$ cat src/rtl/wire_pkg.sv
// Shared types for the triangle wireframe rasterizer.
//   WOI      : coordinate width (unsigned screen pixels)
//   COLOR_W  : pixel colour width
//   coord_t  : one screen coordinate
//   err_t    : signed midpoint error / delta, two bits wider than a coordinate
//   state_t  : rasterizer FSM states
//   vertex_t : packed {y, x}; bit layout matches a [1:0][WOI-1:0] vertex port
package wire_pkg;
  localparam int WOI     = 10;
  localparam int COLOR_W = 8;

  typedef logic [WOI-1:0]        coord_t;
  typedef logic signed [WOI+1:0] err_t;

  typedef enum logic [1:0] {IDLE, SETUP, STEP, DONE} state_t;

  typedef struct packed {
    coord_t y;
    coord_t x;
  } vertex_t;
endpackage

$ cat src/rtl/midpoint_line_stepper.sv
// Per-edge Bresenham datapath. i_load captures one edge (start/end) and
// derives the deltas and step directions; i_advance moves one position.
// The next point is exposed combinationally so the owner can register it
// into its pixel output in the same cycle the step is taken.
// Ports:
//   i_clk, i_reset        clock, synchronous active-high reset
//   i_load                capture edge i_x0,i_y0 -> i_x1,i_y1
//   i_advance             take one midpoint step
//   o_zero                the edge on the inputs has zero length
//   o_nx, o_ny            position after the next step
//   o_next_at_end         that position is the (excluded) edge end point
module midpoint_line_stepper
  import wire_pkg::*;
(
  input  logic           i_clk,
  input  logic           i_reset,
  input  logic           i_load,
  input  logic           i_advance,
  input  logic [WOI-1:0] i_x0,
  input  logic [WOI-1:0] i_y0,
  input  logic [WOI-1:0] i_x1,
  input  logic [WOI-1:0] i_y1,
  output logic           o_zero,
  output logic [WOI-1:0] o_nx,
  output logic [WOI-1:0] o_ny,
  output logic           o_next_at_end
);
  coord_t r_x, r_y, r_ex, r_ey;
  err_t   r_dx, r_dy, r_err;
  logic   r_sx_neg, r_sy_neg;

  err_t w_ddx, w_ddy, w_adx, w_ady, w_nerr;
  logic signed [WOI+2:0] w_e2, w_dx_ext, w_dy_ext;
  logic   w_stx, w_sty;
  coord_t w_nx, w_ny;

  assign w_ddx = err_t'({2'b00, i_x1}) - err_t'({2'b00, i_x0});
  assign w_ddy = err_t'({2'b00, i_y1}) - err_t'({2'b00, i_y0});
  assign w_adx = w_ddx[WOI+1] ? -w_ddx : w_ddx;
  assign w_ady = w_ddy[WOI+1] ? -w_ddy : w_ddy;
  assign o_zero = (i_x0 == i_x1) && (i_y0 == i_y1);

  // 2*err gets one extra bit so the comparison against dx/dy cannot wrap.
  assign w_e2     = {r_err, 1'b0};
  assign w_dx_ext = {r_dx[WOI+1], r_dx};
  assign w_dy_ext = {r_dy[WOI+1], r_dy};
  assign w_stx    = (w_e2 >= w_dy_ext);
  assign w_sty    = (w_e2 <= w_dx_ext);

  // Both decisions use the same e2, so a diagonal step updates err twice.
  assign w_nerr = r_err + (w_stx ? r_dy : err_t'(0)) + (w_sty ? r_dx : err_t'(0));
  assign w_nx   = w_stx ? (r_sx_neg ? r_x - coord_t'(1) : r_x + coord_t'(1)) : r_x;
  assign w_ny   = w_sty ? (r_sy_neg ? r_y - coord_t'(1) : r_y + coord_t'(1)) : r_y;

  assign o_nx          = w_nx;
  assign o_ny          = w_ny;
  assign o_next_at_end = (w_nx == r_ex) && (w_ny == r_ey);

  always_ff @(posedge i_clk) begin
    if (i_reset) begin
      r_x <= '0; r_y <= '0; r_ex <= '0; r_ey <= '0;
      r_dx <= '0; r_dy <= '0; r_err <= '0;
      r_sx_neg <= 1'b0; r_sy_neg <= 1'b0;
    end else if (i_load) begin
      r_x      <= i_x0;
      r_y      <= i_y0;
      r_ex     <= i_x1;
      r_ey     <= i_y1;
      r_dx     <= w_adx;
      r_dy     <= -w_ady;
      r_err    <= w_adx - w_ady;
      r_sx_neg <= w_ddx[WOI+1];
      r_sy_neg <= w_ddy[WOI+1];
    end else if (i_advance) begin
      r_x   <= w_nx;
      r_y   <= w_ny;
      r_err <= w_nerr;
    end
  end
endmodule

$ cat src/rtl/triangle_wireframe_rasterizer.sv
// Wireframe triangle rasterizer: accepts one triangle per handshake and
// walks V1->V2, V2->V3, V3->V1 (start-inclusive, end-exclusive), emitting
// one pixel write per handshake on a valid/ready stream.
// Optional feature macro: WIREFRAME_CLIP_EN -- pixels with x>=width or
// y>=height are stepped through but not presented.
// Ports:
//   i_clk, i_reset                 clock, synchronous active-high reset
//   i_tri_valid / o_tri_ready      triangle handshake
//   i_v1, i_v2, i_v3               vertices, [0]=x [1]=y
//   i_color                        triangle colour
//   i_width, i_height              framebuffer size (clip builds only)
//   o_pix_valid / i_pix_ready      pixel handshake
//   o_pix_x, o_pix_y, o_pix_color  pixel write
//   o_busy                         triangle in progress
//   o_done                         one-cycle pulse after the final pixel
module triangle_wireframe_rasterizer
  import wire_pkg::*;
(
  input  logic                  i_clk,
  input  logic                  i_reset,
  input  logic                  i_tri_valid,
  output logic                  o_tri_ready,
  input  logic [1:0][WOI-1:0]   i_v1,
  input  logic [1:0][WOI-1:0]   i_v2,
  input  logic [1:0][WOI-1:0]   i_v3,
  input  logic [COLOR_W-1:0]    i_color,
  input  logic [WOI-1:0]        i_width,
  input  logic [WOI-1:0]        i_height,
  output logic                  o_pix_valid,
  input  logic                  i_pix_ready,
  output logic [WOI-1:0]        o_pix_x,
  output logic [WOI-1:0]        o_pix_y,
  output logic [COLOR_W-1:0]    o_pix_color,
  output logic                  o_busy,
  output logic                  o_done
);
  state_t               r_state;
  vertex_t              r_v1, r_v2, r_v3;
  logic [1:0]           r_edge;
  logic                 r_single;
  logic                 r_tri_ready, r_pix_valid, r_busy, r_done;
  coord_t               r_pix_x, r_pix_y;
  logic [COLOR_W-1:0]   r_pix_color;

  vertex_t w_p0, w_p1;
  logic    w_zero, w_next_at_end, w_all_eq, w_last_edge, w_adv;
  logic    w_vis0, w_visn;
  coord_t  w_nx, w_ny;

  always_comb begin
    w_p0 = r_v3;
    w_p1 = r_v1;
    case (r_edge)
      2'd0:    begin w_p0 = r_v1; w_p1 = r_v2; end
      2'd1:    begin w_p0 = r_v2; w_p1 = r_v3; end
      default: ;
    endcase
  end

  assign w_all_eq = (r_v1 == r_v2) && (r_v2 == r_v3);
  // When V3==V1 the closing edge is empty, so edge 1 is effectively the
  // last one; finishing there keeps done one cycle after the last pixel.
  assign w_last_edge = (r_edge == 2'd2) || ((r_edge == 2'd1) && (r_v3 == r_v1));
  // A hidden (clipped) pixel never waits for the consumer.
  assign w_adv = (r_state == STEP) && (i_pix_ready || !r_pix_valid);

`ifdef WIREFRAME_CLIP_EN
  coord_t r_width, r_height;
  assign w_vis0 = (w_p0.x < r_width) && (w_p0.y < r_height);
  assign w_visn = (w_nx < r_width) && (w_ny < r_height);
  always_ff @(posedge i_clk) begin
    if (i_reset) begin
      r_width  <= '0;
      r_height <= '0;
    end else if (r_state == IDLE && i_tri_valid) begin
      r_width  <= i_width;
      r_height <= i_height;
    end
  end
`else
  logic w_unused;
  assign w_unused = ^{i_width, i_height};
  assign w_vis0   = 1'b1;
  assign w_visn   = 1'b1;
`endif

  midpoint_line_stepper u_stepper (
    .i_clk         (i_clk),
    .i_reset       (i_reset),
    .i_load        (r_state == SETUP),
    .i_advance     (w_adv),
    .i_x0          (w_p0.x),
    .i_y0          (w_p0.y),
    .i_x1          (w_p1.x),
    .i_y1          (w_p1.y),
    .o_zero        (w_zero),
    .o_nx          (w_nx),
    .o_ny          (w_ny),
    .o_next_at_end (w_next_at_end)
  );

  always_ff @(posedge i_clk) begin
    if (i_reset) begin
      r_state     <= IDLE;
      r_v1        <= '0;
      r_v2        <= '0;
      r_v3        <= '0;
      r_edge      <= 2'd0;
      r_single    <= 1'b0;
      r_tri_ready <= 1'b1;
      r_pix_valid <= 1'b0;
      r_pix_x     <= '0;
      r_pix_y     <= '0;
      r_pix_color <= '0;
      r_busy      <= 1'b0;
      r_done      <= 1'b0;
    end else begin
      case (r_state)
        IDLE: begin
          if (i_tri_valid) begin
            r_v1        <= i_v1;
            r_v2        <= i_v2;
            r_v3        <= i_v3;
            r_pix_color <= i_color;
            r_edge      <= 2'd0;
            r_tri_ready <= 1'b0;
            r_busy      <= 1'b1;
            r_state     <= SETUP;
          end
        end
        SETUP: begin
          // A fully collapsed triangle still produces its single vertex.
          if (!w_zero || (r_edge == 2'd0 && w_all_eq)) begin
            r_pix_x     <= w_p0.x;
            r_pix_y     <= w_p0.y;
            r_pix_valid <= w_vis0;
            r_single    <= w_zero;
            r_state     <= STEP;
          end else if (w_last_edge) begin
            r_done  <= 1'b1;
            r_busy  <= 1'b0;
            r_state <= DONE;
          end else begin
            r_edge <= r_edge + 2'd1;
          end
        end
        STEP: begin
          if (w_adv) begin
            if (r_single || w_next_at_end) begin
              r_pix_valid <= 1'b0;
              r_single    <= 1'b0;
              if (r_single || w_last_edge) begin
                r_done  <= 1'b1;
                r_busy  <= 1'b0;
                r_state <= DONE;
              end else begin
                r_edge  <= r_edge + 2'd1;
                r_state <= SETUP;
              end
            end else begin
              r_pix_x     <= w_nx;
              r_pix_y     <= w_ny;
              r_pix_valid <= w_visn;
            end
          end
        end
        DONE: begin
          r_done      <= 1'b0;
          r_tri_ready <= 1'b1;
          r_state     <= IDLE;
        end
        default: r_state <= IDLE;
      endcase
    end
  end

  assign o_tri_ready = r_tri_ready;
  assign o_pix_valid = r_pix_valid;
  assign o_pix_x     = r_pix_x;
  assign o_pix_y     = r_pix_y;
  assign o_pix_color = r_pix_color;
  assign o_busy      = r_busy;
  assign o_done      = r_done;
endmodule

$ cat config.mk
export PLATFORM = sky130hd
export DESIGN_NAME = triangle_wireframe_rasterizer
export DESIGN_NICKNAME = d
export VERILOG_FILES = /design/src/rtl/wire_pkg.sv /design/src/rtl/midpoint_line_stepper.sv /design/src/rtl/triangle_wireframe_rasterizer.sv
export SDC_FILE = /design/constraint.sdc
export NUM_CORES = 1
export LEC_CHECK = 0
export BUFFER_PORTS_ARGS = -buffer_cell sky130_fd_sc_hd__buf_4
export CAP_MARGIN = 5
export CORE_MARGIN = 2
export CORE_UTILIZATION = 35
export DETAILED_ROUTE_END_ITERATION = 16
export GPL_TIMING_DRIVEN = 0
export SYNTH_ARGS = -nofsm -noshare
export SYNTH_HDL_FRONTEND = slang
export SYNTH_SLANG_ARGS = --single-unit
$ cat constraint.sdc
create_clock -name i_clk -period 6.65 [get_ports i_clk]
set_input_delay 0.3325 -clock i_clk [delete_from_list [all_inputs] [get_ports i_clk]]
set_output_delay 0.3325 -clock i_clk [all_outputs]
set_load 0.005 [all_outputs]
* Word level (Yosys, flattened, before mapping)
Index checks and enable logic that the tools add are counted.
Widths: inputs -> output; s select.
** Word-level totals
- Word-level logic and storage cells :: 153
- Output and inout bits :: 32
- Bits of input ports :: 92
- Register bits after elaboration :: 175
** Operators by class
- Muxes and demuxes :: 61
- Reduce and logical (&&, ||, !) cells :: 29
- Magnitude comparators :: 2
- Eq/ne operators :: 23
- Add/subtract/negate cells :: 13
** Operators by type and width (number)
- $mux 10 :: 14
- $pmux 20 s2 :: 2
- $mux 12 :: 6
- $eq 20x20->1 :: 3
- $eq 10x10->1 :: 4
- $pmux 10 s2 :: 2
- $neg 12->12 :: 3
- $add 12x12->12 :: 2
- $mux 2 :: 12
- $sub 10x10->11 :: 2
- $add 10x1->10 const B :: 2
- $sub 10x1->10 const B :: 2
- $mux 1 :: 18
- $ne 2x2->1 const B :: 7
- $reduce_and 7->1 :: 2
- $ge 13x12->1 :: 1
- $le 13x12->1 :: 1
- $reduce_and 4->1 :: 3
- $sub 12x12->12 :: 1
- $pmux 2 s4 :: 1
- $eq 2x2->1 const B :: 3
- $logic_and 1x1->1 :: 6
- $ne 2x1->1 const B :: 3
- $pmux 1 s2 :: 3
- 13 further kinds :: 25

* Longest topological paths before layout
Gate-level depths: netlist of the first run.
- Word-level depth :: 9
- Mapped depth :: 32
- Depth with buffers taken out :: 27

* Hierarchy
A second synthesis of the first run with hierarchy kept.
** Unflattened totals
- Cell total of the unflattened synthesis :: 1727
- Area, all modules :: 13123.8 um^2
** Modules (own cells, without submodules)
- midpoint_line_stepper :: seq. area each 1561.5 um^2, area an instance 7873.8 um^2, instances 1, cells each 993
- triangle_wireframe_rasterizer :: seq. area each 1941.9 um^2, area an instance 5250.0 um^2, instances 1, cells each 734

* Worst setup path before layout of the first run
Ideal clock, no wire load.
- Path type :: flip-flop to flip-flop
- Start point :: register r_edge[1]
- End point :: register u_stepper.r_err[10]
- Data arrival time :: 5981 ps
- Setup slack :: 542 ps
- Data required time :: 6523 ps
- Stages on the path, launching flop included :: 33
- Clock period less this slack :: 6108 ps
- Setup time :: 127 ps
- Buffers on the path :: 6
- Cells stage by stage :: dfxtp_1 -> inv_1 -> ha_1 -> buf_6 -> buf_6 -> buf_4 -> clkbuf_1 -> clkbuf_1 -> a22o_1 -> a21oi_1 -> ha_1 -> inv_1 -> fa_1 -> a2111oi_0 -> a221oi_1 -> o221ai_2 -> a211oi_2 -> a211oi_4 -> o21ai_2 -> buf_2 -> mux2i_1 -> fa_1 -> a21o_1 -> a21oi_1 -> o21bai_1 -> a21oi_1 -> o21bai_1 -> nand2_1 -> nor2_1 -> mux2i_1 -> nand3_1 -> o211ai_1 -> or3b_1
** Between the ends
- Cells in the longest elaborated chain, start to end :: 7
- Elaborated cells between the ends (all ways) :: 12
- Classes of those cells :: add/sub (5); eq/ne (1); mux (5); reduce/logical (1)
** RTL lines
- from (decl) :: RTL line triangle_wireframe_rasterizer.sv:39 : logic [1:0] r_edge;
- from (signal assigned) :: RTL line triangle_wireframe_rasterizer.sv:144 : r_edge <= r_edge + 2'd1;
- from (signal assigned) :: RTL line triangle_wireframe_rasterizer.sv:157 : r_edge <= r_edge + 2'd1;
- $eq 2x1->1 / $logic_not 2->1 (equally long branches) :: RTL line triangle_wireframe_rasterizer.sv:53 : case (r_edge)
- $pmux 20 s2 :: RTL line triangle_wireframe_rasterizer.sv:53
- $sub 10x10->11, on equally long branches :: RTL line midpoint_line_stepper.sv:37, midpoint_line_stepper.sv:38
- $neg 12->12, on equally long branches :: RTL line midpoint_line_stepper.sv:39, midpoint_line_stepper.sv:40
- $mux 12, on equally long branches :: RTL line midpoint_line_stepper.sv:39, midpoint_line_stepper.sv:40
- $sub 12x12->12 * :: RTL line midpoint_line_stepper.sv:71 : r_err <= w_adx - w_ady;
- $mux 12 * :: RTL line midpoint_line_stepper.sv:64 : end else if (i_load) begin
- to (signal assigned) :: RTL line midpoint_line_stepper.sv:71
- to (signal assigned) :: RTL line midpoint_line_stepper.sv:77 : r_err <= w_nerr;
- to (decl) :: RTL line midpoint_line_stepper.sv:29 : err_t r_dx, r_dy, r_err;
Mark *: on every way between the ends. The rest lies on a longest branch, timed or not.
A chain may end at the register's enable or synchronous reset.

* Final worst setup path of the first run
- Start point :: register r_edge[1]
- End point :: register u_stepper.r_err[10]
** Between the ends
- Cells in the longest elaborated chain, start to end :: 7
- Elaborated cells between the ends (all ways) :: 12
- Classes of those cells :: add/sub (5); eq/ne (1); mux (5); reduce/logical (1)
** RTL lines
- $eq 2x1->1 / $logic_not 2->1 (equally long branches) :: RTL line triangle_wireframe_rasterizer.sv:53
- $pmux 20 s2 :: RTL line triangle_wireframe_rasterizer.sv:53
- $sub 10x10->11 * :: RTL line midpoint_line_stepper.sv:37 : assign w_ddx = err_t'({2'b00, i_x1}) - err_t'({2'b00, i_x0});
- $neg 12->12 :: RTL line midpoint_line_stepper.sv:39 : assign w_adx = w_ddx[WOI+1] ? -w_ddx : w_ddx;
- $mux 12 * :: RTL line midpoint_line_stepper.sv:39
- net u_stepper.w_adx[3] :: RTL line midpoint_line_stepper.sv:32 : err_t w_ddx, w_ddy, w_adx, w_ady, w_nerr;
- $sub 12x12->12 * :: RTL line midpoint_line_stepper.sv:71
- $mux 12 * :: RTL line midpoint_line_stepper.sv:64
The timed path passes the listed nets; every way through them passes the cells marked *.

==> results of run 1 <==
[final timing paths]
| kind | cells after the start | slack (ns) | to |
|---|---|---|---|
| worst max-delay path | 29 | 0.28 | u_stepper.r_err[10] |
| worst min-delay path | 3 | 0.13 | r_v2[14] |
| worst max register to register | 29 | 0.28 | u_stepper.r_err[10] |
| worst min register to register | 2 | 0.46 | o_pix_color[6] |
[cell usage in the layout (no fill, tap or decap), drive strengths merged, types with 17 or more instances in the layout]
master  count
nand2     290
a21oi     186
dfxtp     175
nor2      168
buf       137
inv        97
clkbuf     90
ha         86
xnor2      74
a211oi     65
o21ai      57
mux2i      43
xor2       41
nor3       41
a21o       33
and3       24
nand4      24
nand3      22
a22o       20
a22oi      18
nand2b     18
o211ai     17
fa         17
[logic make-up (layout without fill, tap and decap cells)]
family | Yosys count | after routing | synth area share (%)
simple gates | 674 | 674 | 22.3
fa+ha+maj | 106 | 106 | 10.5
xor+xnor | 120 | 120 | 8.28
flops | 175 | 175 | 25.4
buf+inv | 199 | 333 | 5.76
mux | 48 | 48 | 3.53
compound gates | 498 | 498 | 24.3
[layer usage]
metal	routed length [µm]	GRT usage, %	vias to the layer above	part of all wire (%)
met5	0	0	-	0
met4	1320	7.90	0	2.7
met3	2890	3.37	72	6.0
met2	22000	37.9	430	45
met1	22300	31.9	6646	46
li1	-	-	6717	-
[metrics by stage]
step                      cell area [µm²]  utilization [%]
final                               16000             41.2
after global routing                16000             41.2
after CTS                           15900             41.0
after detailed placement            15200             39.2
after global placement              15200             39.2
after floorplan                     13800                -
[cell type report]
type	instances	area (µm²)	area share (%)
repair buffers	107	803	5.02
multi-input cells	1446	9610	60.1
clock buffers	22	494	3.09
plain buffers	98	442	2.76
inverters	97	364	2.28
clock inverters	9	131	0.821
well taps	518	648	4.05
flip-flops and latches	175	3500	21.9
[repair_timing]
action,in CTS,in global routing
hold buffers,0,0
setup buffers,3,2
gates resized for setup,24,21
pin swaps,2,4
setup endpoints to repair,6,4
[sequential cells by signal, indices dropped and copies added, names as in the netlist, 8 cells and up]
name,flops
o_pix_y,10
u_stepper.r_ex,10
u_stepper.r_dx,12
o_pix_color,8
u_stepper.r_dy,12
r_v2,20
o_pix_x,10
r_v3,20
u_stepper.r_x,10
r_v1,20
u_stepper.r_err,12
u_stepper.r_y,10
u_stepper.r_ey,10
[worst max-delay path, delay by kind of cell, from the launching register on]
family,cells,cell delay [ns]
multiplexers,1,0.15
AND/OR/NAND/NOR,6,0.98
flip-flops,1,0.37
XOR/XNOR,1,0.44
adder cells (fa/ha/maj),4,1.26
buffers and inverters,7,1.12
AO/OA/AOI/OAI,10,1.87
==> results_dict.tcl, run 1 <==
set metrics [dict create \
    outcome "finished clean" \
    slew_violations 0 \
    post-synth-top-area-cell "dfxtp_1" \
    dr.pass1.iters 5 \
    startpoint_type "flip-flop" \
    synth_area_leaders "dfxtp_1, nand2_1, ha_1" \
    worst_slack_ns 0.282 \
    max_slew_margin_pct 38.4 \
    synth_cells 1820 \
    hold_viol 0 \
    slowest_stage "fa_1" \
    cp_max_fo 19 \
    grt_overflow_total 0 \
    htree_levels 4 \
    io_pins 124 \
    route.vias.total 13865 \
    post-dp-hpwl_um 39200 \
    cp-end-kind "flip-flop" \
    synth.most_common_cell "nand2_1" \
    maxCapViolations 0 \
    worstHoldStart "i_v2[14]" \
    ctsRootBufferMaster "clkbuf_16" \
    row_count 72 \
    ys_ff_latch 175 \
    synthArstFlopShare_pct 0 \
    wl_um 48500 \
    ys_warn_count 0 \
    syn-num-nets 2015 \
    startpoint "r_edge[1]" \
    synth_top_area_share_pct 25.4 \
    dieArea_mm2 0.0411 \
    ant_nets 0 \
    crit_path_frequent_cell "a21oi_2" \
    setup_tns_ns 0 \
    fillerInstances 4040 \
    synth_top_flop_cell "dfxtp_1" \
    finalSetupViolations 0 \
    required_ns 6.99 \
    clk_pin_slew_worst_paths_ns 0.07 \
    drcViolationCount 0 \
    cp_data_arrival_time_ns 6.71 \
    whs_ns 0.127 \
    synth-seq-area-share_pct 25.4 \
    hold_class "input pin to flip-flop" \
    synth_edf_count 0 \
    final_cells 2472 \
    clockBufferDepth 2 \
    grt_usage_pct 23.4 \
    grt_pass1_vias 13205 \
    antenna_found_initial 0 \
    syn_area_mm2 0.0138 \
    area_growth_pct 15.9 \
    crit_type "flip-flop to flip-flop" \
    pre_cts_ws_ns -0.784 \
    cts_buffers 17 \
    place_congestion 0.942 \
    synth_commonest_cells "nand2_1, a21oi_1, dfxtp_1" \
    drive_above_1_share_pct 11.6 \
    netlist-cell-type-count 95 \
    crit_path_max_incr_delay_ns 0.44 \
    dieHeight_um 203 \
    fin_nets 2137 \
    drt_iter0_markers 1254 \
    grt_pass1_wl_um 74900 \
    core_area_mm2 0.0388 \
    numPortBuffers 102 \
    clkLatencyLatePin_ns 0.46 \
    drt-vias-per-instance 5.61 \
    die_w_um 203 \
    period_minus_slack_ns 6.37 \
    grt_start_max_net_pins 29 \
    cts_sinks 175 \
    reg2reg_from "r_edge[1]" \
    period_share_pct 95.8 \
    skew_ns 0.0139 \
    worst_pin_slew_ns 0.922 \
    cts_tree "done" \
    antennaDiodeCount 0 \
    start_util_pct 35.6 \
    fmax_mhz 157 \
    wl_per_cell_um 19.6 \
    placed_cells 2440 \
    avgSynthCellArea_um2 7.59 \
]
Power of run 1 is not shown: default switching activity piles up to over one toggle a cycle in this logic, so the estimate is an artifact.
==> run 2: changes to the inputs <==
--- a/config.mk
+++ b/config.mk
@@ -5,6 +5,7 @@
 export SDC_FILE = /design/constraint.sdc
 export NUM_CORES = 1
 export LEC_CHECK = 0
+export ABC_AREA = 1
 export BUFFER_PORTS_ARGS = -buffer_cell sky130_fd_sc_hd__buf_4
 export CAP_MARGIN = 5
 export CORE_MARGIN = 2
==> run 2 against run 1 <==
Effect of this change:
- via count rose by 5.0%
- register-to-register slack better by 0.24 ns
- synthesized cell count grew 16%
- clock skew up 0.00089 ns
- largest cell class unchanged
- highest routed layer unchanged
==> results_dict.tcl, run 2 <==
set metrics [dict create \
    crit_path_max_incr_delay_ns 0.34 \
    slew_violations 0 \
    wl_per_cell_um 19.0 \
    final_common_cell "nand2_1" \
    dieHeight_um 202 \
    syn-num-nets 2310 \
    grt_pass1_vias 13731 \
    drive_above_1_share_pct 10.3 \
    synth_top_flop_cell "dfxtp_1" \
    start_util_pct 35.4 \
    period_minus_slack_ns 6.13 \
    core_area_mm2 0.0386 \
    fmax_mhz 163 \
    fillerInstances 4122 \
    crit_type "flip-flop to flip-flop" \
    cts_tree "done" \
    grt_start_max_net_pins 19 \
    final_cell_mix "nand2_1, inv_1, dfxtp_1" \
    max_slew_margin_pct 36.7 \
    synth.most_common_cell "nand2_1" \
    cts_resized 0 \
    holdBufCountCts 0 \
    synth_area_leaders "dfxtp_1, nand2_1, inv_1" \
    drt-vias-per-instance 5.26 \
    numPortBuffers 103 \
    ys_warn_count 0 \
    post-dp-hpwl_um 43300 \
    synth_commonest_cells "nand2_1, inv_1, dfxtp_1" \
    hold_class "input pin to flip-flop" \
    htree_levels 4 \
    setup_tns_ns 0 \
    crit_path_frequent_cell "nand2_1" \
    cp-end-kind "flip-flop" \
    synth_cells 2115 \
    hold_viol 0 \
    cts_setup_buffers 0 \
    synth_top_area_share_pct 25.6 \
    multi_input_area_mm2 0.00865 \
    wl_um 52500 \
    synthArstFlopShare_pct 0 \
    cp_data_arrival_time_ns 6.48 \
    area_growth_pct 15.0 \
    ctsRootBufferMaster "clkbuf_16" \
    ys_ff_latch 175 \
    clkLatencyLatePin_ns 0.47 \
    period_share_pct 92.2 \
    drcViolationCount 0 \
    startpoint_type "flip-flop" \
    dr.pass1.iters 6 \
    drt_iter0_markers 1386 \
    clockBufferDepth 2 \
    worst_pin_slew_ns 0.949 \
    grt_overflow_total 0 \
    slowest_stage "clkbuf_2" \
    cts_sinks 175 \
    place_congestion 1.04 \
    outcome "finished clean" \
    required_ns 7.00 \
    reg_top3 "r_v1 (20), r_v2 (20), r_v3 (20)" \
    maxCapViolations 0 \
    synth-seq-area-share_pct 25.6 \
    fin_nets 2432 \
    row_count 72 \
    io_pins 124 \
    grt_usage_pct 25.4 \
    antenna_found_initial 1 \
    syn_area_mm2 0.0137 \
    netlist-cell-type-count 60 \
    die_w_um 202 \
    synth_edf_count 0 \
    skew_ns 0.0148 \
    finalSetupViolations 0 \
    cts_buffers 17 \
    avgSynthCellArea_um2 6.48 \
    post-synth-top-area-cell "dfxtp_1" \
    rsz0062_at_grt "no" \
    ant_nets 0 \
    dieArea_mm2 0.0407 \
    antennaDiodeCount 0 \
    cp_max_fo 10 \
    grt_pass1_wl_um 79400 \
    final-seq-area_mm2 0.00350 \
    route.vias.total 14561 \
    clk_pin_slew_worst_paths_ns 0.07 \
]
run 2: changes by cell type after synthesis, sizes merged, moves of 26 or more:
cell / change
nor3: -26
mux2i: -43
inv: +212
a211oi: -64
xnor2: -55
nand3: +122
a21o: -32
nand2: +266
o21ai: +95
o22ai: +51
run 2: final timing paths:
kind	from	endpoint	slack (ns)	cells past startpoint
worst max-delay path	r_edge[1]	u_stepper.r_err[11]	0.52	38
worst min-delay path	i_color[4]	o_pix_color[4]	0.12	3
worst max register to register	r_edge[1]	u_stepper.r_err[11]	0.52	38
worst min register to register	o_done	o_done	0.47	2
run 2: worst max-delay path, delay by kind of cell (launching register included):
family                     cells  cell delay (ns)
xor gates and xnor gates       1             0.34
buffers and inverters         10             1.60
DFF                            1             0.33
and+or+nand+nor               17             1.59
AOI/OAI and AO/OA              6             1.09
adders and majority gates      4             1.05
run 2: through the flow:
step | setup WS, ns | std cells | utilization [%] | hold WS, ns | area (µm²)
detailed placement | 0.0703 | 2736 | 39.1 | 0.462 | 15100
global placement | 0.0759 | 2736 | 39.1 | 0.459 | 15100
CTS | 0.0365 | 2768 | 40.7 | 0.113 | 15700
floorplan | 1.45 | 2115 | - | 0.448 | 13700
finish | 0.522 | 2768 | 40.8 | 0.120 | 15800
global route | 0.00519 | 2768 | 40.8 | 0.120 | 15800
run 2: cell type report:
cell class,instances,area share [%]
timing repair buffer,103,4.91
buffer,79,2.41
inverter,312,7.46
clock buffer,17,2.70
sequential,175,22.2
multi-input combinational,1549,54.9
tap,518,4.11
clock inverter,15,1.24
run 2: cells by family after synthesis:
kind of cell | synth area share, %
adders and majority gates | 10.3
AOI/OAI and AO/OA | 17.7
and+or+nand+nor | 30.6
xor gates and xnor gates | 4.45
DFF | 25.6
buffers and inverters | 11.3
run 2: metal layers:
metal,GRT usage (%),share of wire [%],vias to the layer above,wire [µm]
li1,-,-,7208,-
met1,32.8,43,6753,22800
met2,43.6,48,523,25000
met3,3.21,5.6,77,2940
met4,9.01,3.4,0,1800
met5,0,0,-,0
Power of run 2 is left out for the same reason.
==> run 3: changes to the inputs <==
--- a/config.mk
+++ b/config.mk
@@ -12,6 +12,8 @@
 export CORE_UTILIZATION = 35
 export DETAILED_ROUTE_END_ITERATION = 16
 export GPL_TIMING_DRIVEN = 0
+export PLACE_DENSITY = 0.6
 export SYNTH_ARGS = -nofsm -noshare
 export SYNTH_HDL_FRONTEND = slang
+export SYNTH_HIERARCHICAL = 1
 export SYNTH_SLANG_ARGS = --single-unit
==> run 3 against run 2 <==
Effect of this change:
- the run now ends with max-capacitance violations left
- count of clock-buffer cells in the layout unchanged
- non-clock buffer count shrank 7
- setup slack worse by 0.25 ns
- via count shrank 5.7%
- routed wire length shrank 12%
- hold slack lost 0.013 ns
- fmax decreased by 4.0%
- final cell count down 1.2%
- flip-flop and latch count stayed put
- clock skew rose by 0.0041 ns
- area after synthesis decreased by 1.7%
- critical path type unchanged
==> results_dict.tcl, run 3 <==
set metrics [dict create \
    outcome "finished with violations" \
    violations "max-capacitance violations" \
    htree_levels 4 \
    final_cell_mix "nand2_1, inv_1, dfxtp_1" \
    synth_area_leaders "dfxtp_1, nand2_1, inv_1" \
    place_congestion 0.936 \
    crit_path_frequent_cell "nand2_1" \
    synth_edf_count 0 \
    dr.pass1.iters 5 \
    skew_ns 0.0189 \
    synth_cells 2089 \
    drcViolationCount 0 \
    startpoint_type "flip-flop" \
    row_count 71 \
    rsz0062_at_grt "no" \
    synth_top_flop_cell "dfxtp_1" \
    hold_class "input pin to flip-flop" \
    synthArstFlopShare_pct 0 \
    cp_max_fo 10 \
    crit_type "flip-flop to flip-flop" \
    dpl-instance-area_mm2 0.0149 \
    met2_usage_pct 36.7 \
    period_minus_slack_ns 6.38 \
    whs_ns 0.107 \
    hold_viol 0 \
    finalSetupViolations 0 \
    dieHeight_um 200 \
    max_slew_margin_pct 0.878 \
    numPortBuffers 103 \
    grtUsageMet1_pct 30.5 \
    use_met3_pct 2.67 \
    ys_ff_latch 175 \
    route.vias.total 13726 \
    wl_per_cell_um 16.8 \
    worstHoldStart "i_reset" \
    syn_area_mm2 0.0135 \
    core_area_mm2 0.0378 \
    grt_usage_pct 22.7 \
    post-synth-top-area-cell "dfxtp_1" \
    synth-seq-area-share_pct 26.0 \
    grt_overflow_total 0 \
    grt_pass1_vias 12981 \
    synth_top_area_share_pct 26.0 \
    period_share_pct 96.0 \
    antenna_found_initial 0 \
    slowest_stage "o21ai_0" \
    fin_nets 2411 \
    setup_tns_ns 0 \
    grt_pass1_wl_um 71200 \
    fmax_mhz 157 \
    clkLatencyLatePin_ns 0.46 \
    grt_start_max_net_pins 19 \
    clockBufferDepth 2 \
    start_util_pct 35.7 \
    ant_nets 0 \
    cts_buffers 17 \
    clk_pin_slew_worst_paths_ns 0.08 \
    holdBufCountCts 0 \
    reg2reg_from "r_edge[1]" \
    antennaDiodeCount 0 \
    avgSynthCellArea_um2 6.45 \
    reg_top3 "r_v1 (20), r_v2 (20), r_v3 (20)" \
    worst_pin_slew_ns 1.47 \
    crit_path_max_incr_delay_ns 1.01 \
    cts_tree "done" \
    ys_warn_count 6 \
    synth.most_common_cell "nand2_1" \
    post-dp-hpwl_um 36800 \
    maxCapViolations 1 \
    slew_violations 0 \
    syn-num-nets 2289 \
    drt_iter0_markers 1002 \
    cts_sinks 175 \
    die_w_um 200 \
    dieArea_mm2 0.0401 \
    synth_commonest_cells "nand2_1, inv_1, dfxtp_1" \
    startpoint "r_edge[1]" \
    final_common_cell "nand2_1" \
    drive_above_1_share_pct 9.89 \
    area_growth_pct 14.8 \
    netlist-cell-type-count 58 \
    io_pins 124 \
    cp-end-kind "flip-flop" \
    cp_data_arrival_time_ns 6.69 \
    ctsRootBufferMaster "clkbuf_16" \
    finish.instance_area_mm2 0.0155 \
    busiest_layer "met2" \
    required_ns 6.96 \
    drt-vias-per-instance 5.02 \
    wl_um 46100 \
]
[run 3: repair_timing]
| action | in CTS | in global routing |
|---|---|---|
| setup endpoints to repair | 0 | 3 |
| gates resized for setup | 0 | 2 |
| setup buffers | 0 | 0 |
[run 3: per-stage QoR]
| stage | worst slack (ns) | std cells | util [%] |
|---|---|---|---|
| 2_1_floorplan | 1.77 | 2089 | - |
| 4_1_cts | 0.379 | 2735 | 40.9 |
| 5_1_grt | 0.0104 | 2735 | 40.9 |
| 6_report | 0.268 | 2735 | 40.9 |
| 3_3_place_gp | 0.484 | 2703 | 39.4 |
| 3_5_place_dp | 0.419 | 2703 | 39.4 |
[run 3: worst paths after layout]
path	slack, ns	cells after the start	end
worst max-delay path	0.27	29	u_stepper/r_err[10]
worst max register to register	0.27	29	u_stepper/r_err[10]
worst min-delay path	0.11	2	o_pix_valid
worst min register to register	0.47	2	o_done
[run 3: per-layer routing]
| layer | routed length [µm] | part of all wire (%) |
|---|---|---|
| met5 | 0 | 0 |
| met4 | 1800 | 3.9 |
| met3 | 2470 | 5.4 |
| met2 | 20600 | 45 |
| met1 | 21200 | 46 |
[run 3: cell type report]
type                    instances  area (µm²)
clock buffers                  17         425
well taps                     511         639
clock inverters                15         149
inverters                     333        1250
repair buffers                103         773
fillers                      3999       22300
plain buffers                  72         329
multi-input cells            1509        8380
flip-flops and latches        175        3500
[run 3: cells by family after synthesis]
family                   Yosys count  synth area share (%)
flip-flops                       175                  26.0
buffers and inverters            405                  11.7
AO/OA/AOI/OAI                    421                  17.8
XOR/XNOR                          68                  4.87
AND/OR/NAND/NOR                  912                  28.6
adder cells (fa/ha/maj)          108                  11.0
[run 3: critical path, delay by kind of cell, from the launching register on]
family,cells,cell delay [ns]
AND/OR/NAND/NOR,7,0.75
XOR/XNOR,2,0.38
adder cells (fa/ha/maj),4,1.32
flip-flops,1,0.33
AO/OA/AOI/OAI,9,2.64
buffers and inverters,7,0.83
Power of run 3 is left out for the same reason.
